[src/rtl/image_rd_if.sv]
// image_rd_if
// Read path from DDR to the host-side output FIFO. A frame (start address
// and word count from the image buffer coordinator) is fetched as one UI-word
// read request at a time. Issuing is gated by free space in the output FIFO
// and by a cap on reads that have been acknowledged but have not yet returned
// data. Returned data is forwarded to the FIFO with a fixed 1-cycle latency.
// Everything runs in the memory clock domain.
//
// Ports
//   mem_clk, mem_reset_n          clock, async active-low reset
//   start/start_addr/frame_words  frame request (accepted only while ready)
//   abort                         cancel current frame
//   ready/frame_read/aborted      status and completion pulses
//   mem_rd_req/addr/ack           arbiter read request handshake
//   mem_rd_data_valid/data        arbiter read data return
//   fifo_wr_en/data               output FIFO write
//   fifo_wr_data_count/full       output FIFO status
//   err_count                     saturating error event counter
//
// state      | meaning
// s_idle     | waiting for start, ready high
// s_issue    | decide whether the next read may be requested
// s_wait_ack | request raised, held until the arbiter acks it
// s_drain    | no more requests; wait for outstanding data, then pulse

module image_rd_if #(
    parameter int ADDRESS_INCREMENT = 8,
    parameter int FIFO_DEPTH        = 512,
    parameter int MAX_OUTSTANDING   = 16,
    parameter int CNT_W             = 10
) (
    input  logic               mem_clk,
    input  logic               mem_reset_n,
    input  logic               start,
    input  logic [29:0]        start_addr,
    input  logic [19:0]        frame_words,
    input  logic               abort,
    output logic               ready,
    output logic               frame_read,
    output logic               aborted,
    output logic               mem_rd_req,
    output logic [28:0]        mem_rd_addr,
    input  logic               mem_rd_ack,
    input  logic               mem_rd_data_valid,
    input  logic [127:0]       mem_rd_data,
    output logic               fifo_wr_en,
    output logic [127:0]       fifo_wr_data,
    input  logic [CNT_W-1:0]   fifo_wr_data_count,
    input  logic               fifo_full,
    output logic [7:0]         err_count
);

    localparam int OUT_W = $clog2(MAX_OUTSTANDING + 1);

    typedef enum logic [1:0] {s_idle, s_issue, s_wait_ack, s_drain} state_t;

    state_t       state_q, state_d;
    logic [28:0]  addr_q, addr_d;
    logic [19:0]  remaining_q, remaining_d;
    logic [OUT_W-1:0] outstanding_q, outstanding_d;
    logic         req_q, req_d;
    logic         ready_q, ready_d;
    logic         frame_read_q, frame_read_d;
    logic         aborted_q, aborted_d;
    logic         abort_flag_q, abort_flag_d;
    logic         fifo_wr_en_q, fifo_wr_en_d;
    logic [127:0] fifo_wr_data_q, fifo_wr_data_d;
    logic [7:0]   err_count_q, err_count_d;

    logic         ack_take;
    logic         can_issue;
    logic [31:0]  credit_need;
    logic         unexpected;
    logic         overflow;
    logic [8:0]   err_sum;
    logic         unused_addr_msb;

    // Only a 29-bit UI address space exists; the top address bit is ignored.
    assign unused_addr_msb = start_addr[29];

    // Reads in flight plus the one about to be issued must fit in the FIFO.
    assign credit_need = 32'(fifo_wr_data_count) + 32'(outstanding_q) + 32'd1;
    assign can_issue   = (remaining_q != 20'd0)
                      && (outstanding_q < OUT_W'(MAX_OUTSTANDING))
                      && (credit_need <= 32'(FIFO_DEPTH));

    always_comb begin
        state_d      = state_q;
        addr_d       = addr_q;
        remaining_d  = remaining_q;
        req_d        = req_q;
        abort_flag_d = abort_flag_q;
        frame_read_d = 1'b0;
        aborted_d    = 1'b0;
        ack_take     = 1'b0;

        case (state_q)
            s_idle: begin
                abort_flag_d = 1'b0;
                if (start && ready_q) begin
                    if (frame_words != 20'd0) begin
                        addr_d      = start_addr[28:0];
                        remaining_d = frame_words;
                        state_d     = s_issue;
                    end else begin
                        frame_read_d = 1'b1;
                    end
                end
            end
            s_issue: begin
                if (abort) begin
                    abort_flag_d = 1'b1;
                    state_d      = s_drain;
                end else if (remaining_q == 20'd0) begin
                    state_d = s_drain;
                end else if (can_issue) begin
                    req_d   = 1'b1;
                    state_d = s_wait_ack;
                end
            end
            s_wait_ack: begin
                // A raised request cannot be withdrawn; an abort is remembered
                // and takes effect once the arbiter has accepted it.
                if (abort) begin
                    abort_flag_d = 1'b1;
                end
                if (mem_rd_ack) begin
                    ack_take    = 1'b1;
                    req_d       = 1'b0;
                    addr_d      = addr_q + 29'(ADDRESS_INCREMENT);
                    remaining_d = remaining_q - 20'd1;
                    state_d     = (abort || abort_flag_q) ? s_drain : s_issue;
                end
            end
            s_drain: begin
                if (abort) begin
                    abort_flag_d = 1'b1;
                end
                // The last data word was written to the FIFO this cycle at the
                // latest, so the completion pulse follows it.
                if (outstanding_q == '0) begin
                    if (abort || abort_flag_q) begin
                        aborted_d = 1'b1;
                    end else begin
                        frame_read_d = 1'b1;
                    end
                    state_d = s_idle;
                end
            end
            default: state_d = s_idle;
        endcase

        ready_d = (state_d == s_idle);
    end

    always_comb begin
        fifo_wr_en_d   = mem_rd_data_valid;
        fifo_wr_data_d = mem_rd_data;

        unexpected = mem_rd_data_valid && (outstanding_q == '0);
        overflow   = fifo_wr_en_q && fifo_full;

        outstanding_d = outstanding_q;
        if (ack_take && !(mem_rd_data_valid && !unexpected)) begin
            outstanding_d = outstanding_q + OUT_W'(1);
        end else if (!ack_take && mem_rd_data_valid && !unexpected) begin
            outstanding_d = outstanding_q - OUT_W'(1);
        end

        err_sum     = {1'b0, err_count_q} + 9'(unexpected) + 9'(overflow);
        err_count_d = (err_sum > 9'd255) ? 8'hFF : err_sum[7:0];
    end

    always_ff @(posedge mem_clk or negedge mem_reset_n) begin
        if (!mem_reset_n) begin
            state_q        <= s_idle;
            addr_q         <= '0;
            remaining_q    <= '0;
            outstanding_q  <= '0;
            req_q          <= 1'b0;
            ready_q        <= 1'b0;
            frame_read_q   <= 1'b0;
            aborted_q      <= 1'b0;
            abort_flag_q   <= 1'b0;
            fifo_wr_en_q   <= 1'b0;
            fifo_wr_data_q <= '0;
            err_count_q    <= '0;
        end else begin
            state_q        <= state_d;
            addr_q         <= addr_d;
            remaining_q    <= remaining_d;
            outstanding_q  <= outstanding_d;
            req_q          <= req_d;
            ready_q        <= ready_d;
            frame_read_q   <= frame_read_d;
            aborted_q      <= aborted_d;
            abort_flag_q   <= abort_flag_d;
            fifo_wr_en_q   <= fifo_wr_en_d;
            fifo_wr_data_q <= fifo_wr_data_d;
            err_count_q    <= err_count_d;
        end
    end

    assign ready        = ready_q;
    assign frame_read   = frame_read_q;
    assign aborted      = aborted_q;
    assign mem_rd_req   = req_q;
    assign mem_rd_addr  = addr_q;
    assign fifo_wr_en   = fifo_wr_en_q;
    assign fifo_wr_data = fifo_wr_data_q;
    assign err_count    = err_count_q;

endmodule
[config.mk]
export PLATFORM = sky130hd
export DESIGN_NAME = image_rd_if
export DESIGN_NICKNAME = d
export VERILOG_FILES = /design/src/rtl/image_rd_if.sv
export SDC_FILE = /design/constraint.sdc
export NUM_CORES = 1
export LEC_CHECK = 0
export ABC_AREA = 1
export ABC_CLOCK_PERIOD_IN_PS = 2900
export BUFFER_PORTS_ARGS = -buffer_cell sky130_fd_sc_hd__buf_2
export CORE_MARGIN = 1.5
export CORE_UTILIZATION = 30
export CTS_CLUSTER_DIAMETER = 150
export DETAILED_ROUTE_END_ITERATION = 8
export GPL_TIMING_DRIVEN = 0
export PLACE_DENSITY_LB_ADDON = 0.12
export SETUP_SLACK_MARGIN = 0.4
export SYNTH_ARGS = -nofsm -noshare
export SYNTH_HDL_FRONTEND = slang
export SYNTH_SLANG_ARGS = --single-unit
[constraint.sdc]
create_clock -name mem_clk -period 2.9 [get_ports mem_clk]
set_input_delay 0.29 -clock mem_clk [delete_from_list [all_inputs] [get_ports mem_clk]]
set_output_delay 0.29 -clock mem_clk [all_outputs]
set_load 0.05 [all_outputs]
### Yosys cells after proc, flatten, opt, wreduce, memory -nomap -nowiden

Index checks and enable logic that the tools add are counted.

| word-level totals | value |
|---|---|
| flip-flop bits (word level) | 198 |
| output and inout bits | 170 |
| word-level logic and storage cells | 95 |

| operators by class | value |
|---|---|
| add/subtract/negate cells | 8 |
| magnitude comparators | 3 |
| eq/ne operators | 10 |
| mux-type cells | 37 |
| reductions and logical operators | 25 |

Operator list:

| kind | number |
|---|---|
| 29-bit 2-to-1 mux | 3 |
| 20-bit 2-to-1 mux | 3 |
| 29-bit case mux with 2 select lines | 1 |
| 20-bit case mux with 2 select lines | 1 |
| 20-bit nonzero test | 2 |
| 29-bit by 4-bit adder with 29-bit output, second input constant | 1 |
| 20-bit zero test | 1 |
| 20-bit by 1-bit subtractor with 20-bit output, second input constant | 1 |
| 2-bit 2-to-1 mux | 8 |
| 1-bit 2-to-1 mux | 14 |
| 11-bit by 1-bit adder with 12-bit output, second input constant | 1 |
| 12-bit by 10-bit <= comparator with 1-bit output, second input constant | 1 |
| 2-bit != test, second input constant | 6 |
| 10-bit by 5-bit adder with 11-bit output | 1 |
| 5-bit 2-to-1 mux | 2 |
| 8-bit by 1-bit adder with 9-bit output | 1 |
| 9-bit by 1-bit adder with 9-bit output | 1 |
| 9-bit by 8-bit > comparator with 1-bit output, second input constant | 1 |
| 1-bit logical AND | 9 |
| 8-bit 2-to-1 mux | 1 |
| 2-bit case mux with 4 select lines | 1 |
| 1-bit case mux with 2 select lines | 3 |
| 2-bit nonzero test | 3 |
| 5-bit by 1-bit adder with 5-bit output, second input constant | 1 |
| other kinds (12) | 16 |

### Longest topological paths before layout

| depth | value |
|---|---|
| depth in word-level cells | 9 |
| depth in mapped cells | 18 |
| depth with buffers taken out | 18 |

### Worst setup path before layout

Ideal clock, no wire load.

| timing | value |
|---|---|
| path type | reg2reg |
| start point | reg addr_q[3] (netlist: mem_rd_addr[3]) |
| end point | reg addr_q[27] (netlist: mem_rd_addr[27]) |
| setup time | 133 ps |
| arrival | 2,132 ps |
| setup slack | 636 ps |
| stages on the path, launching flop included | 12 |
| buffers on the path | 0 |
| cells stage by stage | dfrtp_1 -> ha_1 -> nand2_2 -> nor3_4 -> nand4_2 -> nor2_4 -> nand2_4 -> nor2_4 -> nand3_2 -> xor2_1 -> nor2_2 -> o22ai_1 |

| on the way | value |
|---|---|
| cells in the longest elaborated chain, start to end | 3 |

RTL lines:

| what | line | RTL |
|---|---|---|
| from (decl) | 58 | `logic [28:0] addr_q, addr_d;` |
| from (signal assigned) | 190 | `addr_q <= addr_d;` |
| 29-bit by 4-bit adder with 29-bit output | 130 | `addr_d = addr_q + 29'(ADDRESS_INCREMENT);` |
| 29-bit 2-to-1 mux | 127 | `if (mem_rd_ack) begin` |
| 29-bit case mux with 2 select lines | 97 | `case (state_q)` |

No other way between the ends. The select of a mux whose other input is x is not followed.
A chain may end at the register's enable or synchronous reset.

### Worst setup path after layout

| timing | value |
|---|---|
| start point | reg state_q[0] |
| end point | reg outstanding_q[4] |

| on the way | value |
|---|---|
| cells in the longest elaborated chain, start to end | 6 |
| elaborated cells on any way between the ends | 8 |
| classes of those cells | eq/ne: 1; mux: 2; reduce/logical: 5 |

RTL lines:

| what | line | RTL |
|---|---|---|
| from (decl) | 57 | `state_t state_q, state_d;` |
| from (signal assigned) | 176 | `state_q <= s_idle;` |
| from (signal assigned) | 189 | `state_q <= state_d;` |
| 2-bit == test * | 97 |  |
| 1-bit 2-to-1 mux * | 97 |  |
| 1-bit zero test | 166 | `end else if (!ack_take && mem_rd_data_valid && !unexpected) begin` |
| 1-bit logical AND (2 in a row) | 166 |  |
| 2-bit nonzero test (no line) | - |  |
| to (signal assigned) | 192 | `outstanding_q <= outstanding_d;` |
| to (decl) | 60 | `logic [OUT_W-1:0] outstanding_q, outstanding_d;` |

Every way passes the cells marked *; elsewhere a longest branch is shown, timed or not.

==> summary.txt <==
Pwr
  – Part of the power in the clock network: 0.230
  – Switching pwr: 0.00487 W
  – Cell Pwr Density: 878 nW/um^2
  – Overall power of the completed layout: 0.0107 W
  – Static Leakage: 6.17 nW
  – Combinational share of power: 0.419
  – Internal: 0.00586 W
  – Switch share: 0.454
  – Worst voltage drop across the vdd grid: between 0.4 and 0.5 mV
  – Power share of the sequential group: 0.351

Timing
  – Final-report max-slew violation count: 0
  – Final worst clock skew: 15.5 ps
  – Achievable clock frequency: roughly 0.43 GHz
  – Period minus WS final: 2330 ps
  – Final setup violating endpoints: 0
  – Final cycle utilization of the critical path: 0.805
  – Hold Vio Cnt, Final: 0
  – Worst slew pin tran: 740 ps
  – Setup repair after global routing missed its margin: false
  – Final worst setup slack: approximately 570 ps
  – Tightest slew margin relative to the limit: 0.507
  – Worst hold slack across all endpoints: 70.0 ps

Critical path
  – CP Capture Type: register
  – CP Class: register to register
  – Cell with the largest stage delay on the worst path: sky130_fd_sc_hd__dfrtp_1
  – Critical Path Max Stage Delay: 430 ps
  – Worst-path cell chain: inv_1, ha_4, nand2_1, inv_2, nand2_2, fa_1, nand3_1, nand2_1, o21ai_0, o21ai_0, xor2_1, inv_1
  – Data arrival time of the critical path: approximately 2700 ps
  – Category of the worst setup path launch point: register
  – Top fanout value on the critical path: 7
  – Top delay family on crit path: adder cells
  – Worst setup slack for register-to-register paths: 570 ps
  – CP Buf/Inv Count: 3
  – Required arrival time at the worst endpoint: 3220 ps

Logic synthesis
  – Number of register bits inferred by synthesis: a little under 200
  – Count of flip-flops with a built-in enable after synthesis: 0
  – Leading register cell type out of synthesis: sky130_fd_sc_hd__dfrtp_1
  – Count of yosys warnings during synthesis: 0
  – Synthesized cell area: 7960 sq um
  – Share of async-settable or async-resettable flops after synthesis: 1.00
  – Fraction of the yosys area taken by sequential cells: 0.622
  – Fraction of the mapped netlist area in compound gates: 0.0877
  – Net count after synthesis: 970
  – Combinational family with the most area after synthesis: simple AND/OR/NAND/NOR gates
  – Avg Cell Area, Syn: 10.5 sq um
  – Cells after synthesis: 756
  – Basic-gate share of the synthesized area counting and, or, nand and nor cells: 0.166
  – Xor and xnor area share after synthesis: 0.0396
  – Count of cell types in the netlist: 46
  – Synth Area in Adders: 0.0318
  – Mux share of post-synthesis cell area: 0.00424

Drt
  – Routed Antenna Nets: 0
  – Via count: 7101
  – Routed wire length per instance: 16.4 microns
  – Post-detailed-route DRC marker count: 0
  – Drt pass-1 iters: 4
  – Final wirelength: 26.6 mm
  – Post-detailed-route via-to-cell ratio: 4.37
  – First-iteration detailed-routing DRC count: 382

Min path
  – Path category of the worst min-delay check: primary input to register

Global routing
  – Busiest layer in global routing: met2
  – Global-route wire length before repair: about 42 mm
  – Total overflow reported by the global router: 0
  – Global-route met2 utilization: 0.345
  – Global routing usage summed across all routing layers: 0.196
  – Number of global-route vias before repair: 7568
  – Pin count of the biggest net entering global routing: 103
  – M1 GR Usage: 0.214
  – Number of antenna violations at the first check in global routing: 8
  – Met3 track demand over resource: 0.0813

Run
  – Max-cap violations: 0

Floorplan
  – Effective utilization at floorplan: 0.305
  – Number of top-level pins: 365
  – Die Outline Area: 27500 sq um
  – Horizontal die dimension: 166 microns
  – Vert. Die Dim: 166 microns
  – Row cnt: 59
  – Area of the core: roughly 26000 sq um

CTS
  – TritonCTS clock tree: built
  – Cell at the root of the clock tree: sky130_fd_sc_hd__clkbuf_16
  – Number of sinks driven by the clock tree: 198
  – Clock insertion delay at the later pin of the skew report: 430 ps
  – Total CTS buffers: 17
  – Clock Pin Slew Worst Setup and Hold Paths: roughly 80 ps
  – H-tree Lvls: 4
  – Maximum number of buffers from clock root to sink: 2

Placed design
  – Input/output buffers: 363
  – Detailed Place HPWL: a little under 20 mm
  – Routability congestion estimate: between 0.7 and 0.8
  – Placed Cells: 1455
  – Post-Place Worst Slack: 147 ps

Finish
  – Core occupancy in the finished layout: 0.469
  – Fraction of final layout cells with drive strength greater than 1: 0.353
  – Number of nets in the final layout: 1484
  – Count of placed standard cells in the final layout, fillers left out: 1624
  – Relative area change from synthesis to final layout: 53.4%

Outcome
  – Status: finished, final reports clean
## cells by family (layout without fill, tap and decap cells)
family          Yosys count  count (layout)
compound gates          124             124
xor+xnor                 36              36
fa+ha+maj                19              19
buf+inv                  99             625
flops                   198             198
mux                       3               3
other cells               0               7
simple gates            277             277
## repair_timing
item                       in CTS  in global routing
hold buffers                  130                  0
gates cloned                    0                  0
hold endpoints to repair      225                  0
setup endpoints to repair      18                 19
pin swaps                       0                  1
gates resized for setup         3                  9
buffers inserted                0                  1
## area by class of cell
cell class	count	area [sq um]
inverters	84	317
plain buffers	15	70.1
clock inverters	14	190
diodes	7	17.5
clock buffers	17	425
repair buffers	495	3160
flip-flops and latches	198	4950
fillers	2486	13800
well taps	335	419
multi-input cells	459	2660
## cells in the mapped netlist, types with 2 or more instances
library cell | number | area (sq um)
sky130_fd_sc_hd__nand2_4 | 3 | 33.8
sky130_fd_sc_hd__xnor2_1 | 4 | 35.0
sky130_fd_sc_hd__buf_2 | 4 | 20.0
sky130_fd_sc_hd__o21ai_1 | 7 | 35.0
sky130_fd_sc_hd__nand2_1 | 128 | 480
sky130_fd_sc_hd__nand3b_1 | 2 | 15.0
sky130_fd_sc_hd__inv_1 | 81 | 304
sky130_fd_sc_hd__nand3_2 | 4 | 40.0
sky130_fd_sc_hd__o21ai_0 | 45 | 225
sky130_fd_sc_hd__clkbuf_1 | 9 | 33.8
sky130_fd_sc_hd__nor2_1 | 67 | 251
sky130_fd_sc_hd__nand2_2 | 8 | 50.1
sky130_fd_sc_hd__nor2_4 | 9 | 101
sky130_fd_sc_hd__fa_1 | 2 | 40.0
sky130_fd_sc_hd__nor3_4 | 3 | 48.8
sky130_fd_sc_hd__xor2_1 | 32 | 280
sky130_fd_sc_hd__mux2_2 | 3 | 33.8
sky130_fd_sc_hd__nor3_1 | 11 | 55.1
sky130_fd_sc_hd__o211ai_1 | 3 | 22.5
sky130_fd_sc_hd__nor2_2 | 5 | 31.3
sky130_fd_sc_hd__nor4_1 | 3 | 18.8
sky130_fd_sc_hd__a211oi_1 | 2 | 15.0
sky130_fd_sc_hd__nand4_1 | 5 | 31.3
sky130_fd_sc_hd__o22ai_1 | 24 | 150
sky130_fd_sc_hd__dfrtp_1 | 198 | 4950
sky130_fd_sc_hd__inv_2 | 2 | 7.51
sky130_fd_sc_hd__nand3_1 | 23 | 115
sky130_fd_sc_hd__ha_1 | 17 | 213
sky130_fd_sc_hd__o221ai_1 | 2 | 17.5
sky130_fd_sc_hd__a22oi_1 | 2 | 15.0
sky130_fd_sc_hd__a21oi_1 | 30 | 150
sky130_fd_sc_hd__a31oi_1 | 3 | 18.8
sky130_fd_sc_hd__buf_4 | 2 | 15.0
## final timing paths
kind	start	to	cells past startpoint
setup / recovery	state_q[0]$_DFF_PN0_	outstanding_q[4]$_DFFE_PN0P_	12
max in group asynchronous	mem_reset_n	fifo_wr_data[12]$_DFF_PN0_	3
setup reg to reg	state_q[0]$_DFF_PN0_	outstanding_q[4]$_DFFE_PN0P_	12
hold reg to reg	mem_rd_addr[1]$_DFFE_PN0P_	mem_rd_addr[1]$_DFFE_PN0P_	2
min in group asynchronous	mem_reset_n	outstanding_q[0]$_DFFE_PN0P_	2
hold / removal	start_addr[0]	mem_rd_addr[0]$_DFFE_PN0P_	3
## per-stage QoR
stage                     cell area (sq um)  setup TNS [ps]
after floorplan                        7960               0
after detailed placement              10200               0
after global placement                10200         -395770
final                                 12200               0
after global routing                  12200               0
after CTS                             12200               0
## per-layer routing
layer,vias up,part of all wire
met1,3368,0.38
li1,3490,-
met2,221,0.52
met4,2,0.012
met5,-,0.00045
met3,20,0.091
## state kept, by name, summed over array words and instances (netlist names), 2 cells and up
register and cells:
state_q 2, mem_rd_addr 29, err_count 8, outstanding_q 5, fifo_wr_data 128, remaining_q 20
## power by group through the flow
stage               sequential [W]  clock (W)  combinational (W)
finish                     0.00377    0.00246            0.00450
global placement           0.00381          0            0.00432
CTS                        0.00377    0.00255            0.00453
detailed placement         0.00381          0            0.00436
floorplan                  0.00489          0            0.00200
global route               0.00385    0.00266            0.00496
## worst min-delay path: stages
cell and delay [ps]:
sky130_fd_sc_hd__buf_2 70, sky130_fd_sc_hd__nand2_1 40, sky130_fd_sc_hd__nand2_1 50
## placed cells by master (no fill, tap or decap), types with 6 or more instances in the layout
cell type | netlist | final
sky130_fd_sc_hd__buf_2 | 4 | 366
sky130_fd_sc_hd__nor2_1 | 67 | 67
sky130_fd_sc_hd__diode_2 | 0 | 7
sky130_fd_sc_hd__inv_1 | 81 | 80
sky130_fd_sc_hd__ha_1 | 17 | 16
sky130_fd_sc_hd__nor2_4 | 9 | 10
sky130_fd_sc_hd__nand2_2 | 8 | 10
sky130_fd_sc_hd__clkbuf_1 | 9 | 8
sky130_fd_sc_hd__clkinv_8 | 0 | 6
sky130_fd_sc_hd__nor3_1 | 11 | 10
sky130_fd_sc_hd__xor2_1 | 32 | 32
sky130_fd_sc_hd__nand2_1 | 128 | 126
sky130_fd_sc_hd__nand3_1 | 23 | 22
sky130_fd_sc_hd__clkbuf_16 | 0 | 17
sky130_fd_sc_hd__dfrtp_1 | 198 | 198
sky130_fd_sc_hd__o21ai_0 | 45 | 45
sky130_fd_sc_hd__dlygate4sd3_1 | 0 | 130
sky130_fd_sc_hd__a21oi_1 | 30 | 29
sky130_fd_sc_hd__o22ai_1 | 24 | 24
sky130_fd_sc_hd__o21ai_1 | 7 | 7
(Power assumes the default switching activity.)
